**config.mk**
```make
export PLATFORM = sky130hd
export DESIGN_NAME = nibble_serial_adder
export DESIGN_NICKNAME = d
export VERILOG_FILES = /design/src/rtl/nibble_serial_adder.sv
export SDC_FILE = /design/constraint.sdc
export NUM_CORES = 1
export LEC_CHECK = 0
export BUFFER_PORTS_ARGS = -buffer_cell sky130_fd_sc_hd__buf_2
export CAP_MARGIN = 0
export CELL_PAD_IN_SITES_DETAIL_PLACEMENT = 1
export CELL_PAD_IN_SITES_GLOBAL_PLACEMENT = 2
export CORE_MARGIN = 2
export CORE_UTILIZATION = 34
export CTS_CLUSTER_DIAMETER = 30
export DETAILED_ROUTE_END_ITERATION = 12
export PLACE_DENSITY = 0.76
export SLEW_MARGIN = 5
export SYNTH_ARGS = -nofsm -noshare
export SYNTH_HDL_FRONTEND = slang
export SYNTH_SLANG_ARGS = --single-unit
```
**constraint.sdc**
```tcl
create_clock -name clk -period 1.8 [get_ports clk]
set_input_delay 0.09 -clock clk [delete_from_list [all_inputs] [get_ports clk]]
set_output_delay 0.09 -clock clk [all_outputs]
set_load 0.01 [all_outputs]
```
**src/rtl/nibble_serial_adder.sv**
```systemverilog
// Adds two WIDTH-bit operands four bits per cycle through an external
// 4-bit ripple-carry stage, registering the carry between slices.
module nibble_serial_adder #(
   parameter int WIDTH = 16
) (
   input  logic             clk,
   input  logic             rst_n,
   input  logic             in_valid,
   output logic             in_ready,
   input  logic [WIDTH-1:0] op_a,
   input  logic [WIDTH-1:0] op_b,
   input  logic             op_cin,
   output logic             out_valid,
   input  logic             out_ready,
   output logic [WIDTH-1:0] result,
   output logic             result_cout,
   output logic [3:0]       add_a,
   output logic [3:0]       add_b,
   output logic             add_cin,
   input  logic [3:0]       add_sum,
   input  logic             add_cout
);

   localparam int NSLICE = WIDTH / 4;
   localparam int IW     = (NSLICE > 1) ? $clog2(NSLICE) : 1;

   typedef enum logic [1:0] {
      S_IDLE,
      S_RUN,
      S_DONE
   } state_t;

   state_t           r_state;
   state_t           w_next;
   logic [IW-1:0]    r_idx;
   logic [WIDTH-1:0] r_a;
   logic [WIDTH-1:0] r_b;
   logic             r_carry;
   logic [WIDTH-1:0] r_result;
   logic             r_cout;
   logic             w_last;
   logic [3:0]       w_a;
   logic [3:0]       w_b;
   logic             w_cin;

   assign w_last = (r_idx == IW'(NSLICE - 1));

   always_ff @(posedge clk or negedge rst_n) begin
      if (!rst_n) begin
         r_state <= S_IDLE;
      end else begin
         r_state <= w_next;
      end
   end

   always_comb begin
      w_next = r_state;
      unique case (r_state)
         S_IDLE: if (in_valid) w_next = S_RUN;
         S_RUN:  if (w_last) w_next = S_DONE;
         S_DONE: if (out_ready) w_next = S_IDLE;
         default: w_next = S_IDLE;
      endcase
   end

   always_ff @(posedge clk or negedge rst_n) begin
      if (!rst_n) begin
         r_idx    <= '0;
         r_a      <= '0;
         r_b      <= '0;
         r_carry  <= 1'b0;
         r_result <= '0;
         r_cout   <= 1'b0;
      end else begin
         unique case (r_state)
            S_IDLE: begin
               if (in_valid) begin
                  r_a      <= op_a;
                  r_b      <= op_b;
                  r_carry  <= op_cin;
                  r_idx    <= '0;
                  r_result <= '0;
               end
            end
            S_RUN: begin
               for (int s = 0; s < NSLICE; s++) begin
                  if (r_idx == IW'(s)) r_result[4*s +: 4] <= add_sum;
               end
               r_carry <= add_cout;
               if (w_last) r_cout <= add_cout;
               else        r_idx  <= r_idx + IW'(1);
            end
            default: ;
         endcase
      end
   end

   // Slice select is a one-hot compare so no variable part-select is needed
   always_comb begin
      w_a   = '0;
      w_b   = '0;
      w_cin = 1'b0;
      if (r_state == S_RUN) begin
         w_cin = r_carry;
         for (int s = 0; s < NSLICE; s++) begin
            if (r_idx == IW'(s)) begin
               w_a = r_a[4*s +: 4];
               w_b = r_b[4*s +: 4];
            end
         end
      end
   end

   assign add_a       = w_a;
   assign add_b       = w_b;
   assign add_cin     = w_cin;
   assign in_ready    = (r_state == S_IDLE);
   assign out_valid   = (r_state == S_DONE);
   assign result      = r_result;
   assign result_cout = r_cout;

endmodule
```
After elaboration in Yosys (flattened, before gate mapping)

Cells that the tools add are included.

Bits of input ports: 42
Register bits: 54
Output and inout port bits: 28

Equal/unequal tests: 12
Muxes and demuxes: 26
Reduce and logical (&&, ||, !) cells: 12
$add $sub $neg: 1

Operators with widths:

| cell                                                   | count |
|---|---|
| 2-to-1 mux 4 bit                                       | 14 |
| case mux 16 bit (2 select lines)                       | 1 |
| AND reduction 3 bit                                    | 6 |
| 2-to-1 mux 16 bit                                      | 1 |
| inequality test 2 bit (second input constant)          | 6 |
| 2-to-1 mux 2 bit                                       | 5 |
| == test 2 bit (second input constant)                  | 3 |
| case mux 2 bit (3 select lines)                        | 1 |
| AND reduction 2 bit                                    | 3 |
| == test 2 x 1 -> 1 bit (second input constant)         | 2 |
| logical NOT 2 bit                                      | 2 |
| case mux 2 bit (2 select lines)                        | 1 |
| adder 2 x 1 -> 2 bit (second input constant)           | 1 |
| 2-to-1 mux 1 bit                                       | 2 |
| inequality test 2 x 1 -> 1 bit (second input constant) | 1 |
| case mux 1 bit (2 select lines)                        | 1 |
| nonzero test 2 bit                                     | 1 |

Longest topological paths before layout

Depth after elaboration: 6
Depth in mapped cells: 6
Depth with buffers taken out: 5

Least setup slack after synthesis

Ideal clock, no wire load.

Path type: flip-flop to flip-flop
Start point: register r_idx[0]
End point: register r_result[11] (netlist: result[11])
Slack: 0.174 ns
Cell stages (with the launch flop): 6
Setup time: 0.121 ns
Arrival: 1.505 ns
Buffers on the path: 1
Period minus slack after synthesis: 1.626 ns
Data required time: 1.679 ns
Cell sequence: dfrtp_1 -> inv_1 -> ha_1 -> clkbuf_1 -> mux2_2 -> a22o_1

Longest elaborated chain between the ends: 3

RTL lines:

| element                                | RTL line | text |
|---|---|---|
| start, declared                        | 35       | `logic [IW-1:0] r_idx;` |
| start signal, assigned                 | 91       | `else r_idx <= r_idx + IW'(1);` |
| == test 2 bit                          | 87       | `if (r_idx == IW'(s)) r_result[4*s +: 4] <= add_sum;` |
| inequality test 2 bit (no source line) | -        |  |
| AND reduction 3 bit (no source line)   | -        |  |
| end signal, assigned by index          | 87       |  |
| end, declared                          | 39       | `logic [WIDTH-1:0] r_result;` |

No other way between the ends.
A chain may end at the register's enable or synchronous reset.

Final worst setup path

Start point: register r_idx[1]
End point: output add_b[3]

Longest elaborated chain between the ends: 6

RTL lines:

| element                        | RTL line | text |
|---|---|---|
| logical NOT 2 bit              | 106      | `if (r_idx == IW'(s)) begin` |
| 2-to-1 mux 4 bit (3 in series) | 106      |  |
| 2-to-1 mux 4 bit *             | 106      |  |
| 2-to-1 mux 4 bit *             | 103      | `if (r_state == S_RUN) begin` |
| end, declared                  | 18       | `output logic [3:0] add_b,` |

Every way passes the cells marked *; elsewhere a longest branch is shown, timed or not.

==> out/qor.csv <==
metric,value,unit
cp-end-kind,output port,
port_buffers,69,
status,finished with violations,
insertion_delay,0.31,ns
ant_nets,0,
drtIter0Drc,65,
peakVddDrop,0.6020,mV
power_density,1785,nW/um2
wl_met2,3195,um
power,6.304,mW
yosysSeqAreaShare,52.53,%
synth_area_per_cell,13.54,um2
fillers,811,
grt_max_degree,55,
ys.flop_type,dfrtp_1,
diodes,0,
dr.max_layer_used,met4,
setup_viol,7,
start_kind,flip-flop,
io-pin-count,70,
finalHoldViolations,0,
root_buffer,clkbuf_8,
finalCritPeriodShare,102.0,%
synth_nets,236,
vias,1904,
synth_cells,190,
dieHeight,90.99,um
drt_pass1_iterations,4,
synthTopCellsByArea,"dfrtp_1 53%, mux2_2 19%, a22o_1 6.8%",
slew_viol_final,0,
path_class,reg2out,
synth.most_common_cell,dfrtp_1,
initial_core_util,35.28,%
final_nets,334,
skew,0.009557,ns
max_freq,544.8,MHz
syn_to_final_growth,37.26,%
die_x,90.99,um
crit_arrival,1.75,ns
drc,0,
grt_pass1_wl,10650,um
hold_class,in2reg,
yosysWarnings,0,
p_leak,1.643,nW
num_rows,31,
finalSetupTns,-0.1622,ns
fin_util,48.42,%
async_reset_ff_share,100.0,%
synth_area,2572,um2
numCtsBuffers,5,
grt_pass1_vias,2011,
dieArea,8278,um2
cts.sink_count,54,
cts_buffer_depth,2,
fin_ws,-0.03563,ns
core,7292,um2
worst_pin_slew,0.4656,ns
antenna_found_initial,0,
htreeDepth,2,
cap_violations,0,
cts_tree,built,
track_usage,16.10,%
yosys.area.top_type,dfrtp_1,
vias_per_cell,4.907,
synth_commonest_cells,"54 x dfrtp_1, 44 x mux2_2, 20 x a22o_1",
synth.distinct_cells,25,
slew_headroom,68.87,%
avgRoutedWirePerCell,16.72,um
wl,6486,um
gp_routability_congestion,0.7368,
synth_enable_flop_cells,0,
synth-seq-cells,54,
drive_gt1_share,60.55,%
crit_path_max_fanout,8,
wl_met3,224,um
fin_crit,1.836,ns
rsz0062_at_grt,true,
violations,negative setup slack,
required,1.71,ns
clk_pin_slew,0.10,ns
wl_met1,2980,um
yosysTopAreaCellShare,52.53,%
grt-ovfl-total,0,
dp_hpwl,4202,um
==> per-stage QoR <==
stage | hold slack [ns] | cell area [um2] | std cells | setup slack [ns]
after detailed placement | 0.1134 | 3059 | 356 | -0.03315
after global routing | -0.0007713 | 3531 | 388 | -0.1396
final | 0.008177 | 3531 | 388 | -0.03563
after floorplan | -0.2056 | 2572 | 190 | 0.1740
after global placement | 0.1114 | 3059 | 356 | -0.01623
after CTS | 0.001734 | 3382 | 378 | 0.003900
==> timing repair <==
action	in CTS	in global routing
hold buffers	2	10
endpoints found under the hold margin	55	10
pin swaps	11	14
setup buffers	12	0
endpoints found under the setup margin	8	8
gates resized for setup	34	13
gates cloned	1	0
==> report_power, final <==
group | switching (mW) | internal, mW
sequential | 0.451 | 1.79
combinational | 1.54 | 1.85
clock | 0.398 | 0.276
total | 2.39 | 3.92
==> per-layer routing <==
metal / vias to the layer above / GRT usage, %
met3: 8 / 3.485
li1: 899 / -
met2: 35 / 25.56
met5: - / 0
met4: 0 / 3.914
met1: 962 / 22.51
==> cell type report <==
class                      count  area (um2)  share of cell area (%)
clock buffer                   6       72.57                   2.055
sequential                    54        1354                   38.34
tap                           99       123.9                   3.508
inverter                       5       25.02                  0.7087
multi-input combinational    118        1262                   35.75
clock inverter                 2       13.76                  0.3898
timing repair buffer         104       679.4                   19.24
==> flip-flops by register name, indices dropped and copies added (netlist names) <==
name	flops
result	16
result_cout	1
r_state	2
r_idx	2
r_b	16
r_a	16
r_carry	1
==> layout by cell type (no fill, tap or decap), types with 2 or more instances in the layout <==
cell	instances
nand2_1	2
ha_4	4
dlygate4sd3_1	12
buf_6	5
nor3b_4	2
buf_2	70
a221oi_2	8
o2bb2ai_2	3
buf_4	15
nor2_1	2
clkbuf_8	5
buf_12	2
dfrtp_1	52
nor2b_1	6
and3b_1	2
dfrtp_2	2
o2bb2ai_1	5
o21ai_2	5
o21ai_1	4
inv_1	2
mux2_2	44
a22o_1	20
mux2_1	2
==> logic make-up (layout without fill, tap and decap cells) <==
group	after synthesis	in the layout	synth area share (%)
AO/OA/AOI/OAI	49	49	15.42
adder cells (fa/ha/maj)	4	4	1.946
buffers and inverters	18	117	4.231
flip-flops	54	54	52.53
multiplexers	47	47	20.72
AND/OR/NAND/NOR	18	18	5.157
==> worst max-delay path: stages, from the launching register on <==
cell       delay [ns]
dfrtp_2          0.46
buf_4            0.16
ha_4             0.17
buf_4            0.19
a221oi_2         0.21
o2bb2ai_1        0.11
buf_2            0.14
==> worst paths after layout <==
kind                                   to  slack (ns)  startpoint  depth (start not counted)
worst max-delay path             add_b[3]       -0.04    r_idx[1]                          6
worst min-delay path              r_b[10]       0.008    op_b[10]                          2
worst max register to register  result[5]        0.08    r_idx[1]                          6
worst min register to register    r_carry        0.49     r_carry                          2
max in group asynchronous        r_idx[1]        1.24       rst_n                          3
min in group asynchronous       result[3]        0.31       rst_n                          3
Power figures use the tool's default switching activity.
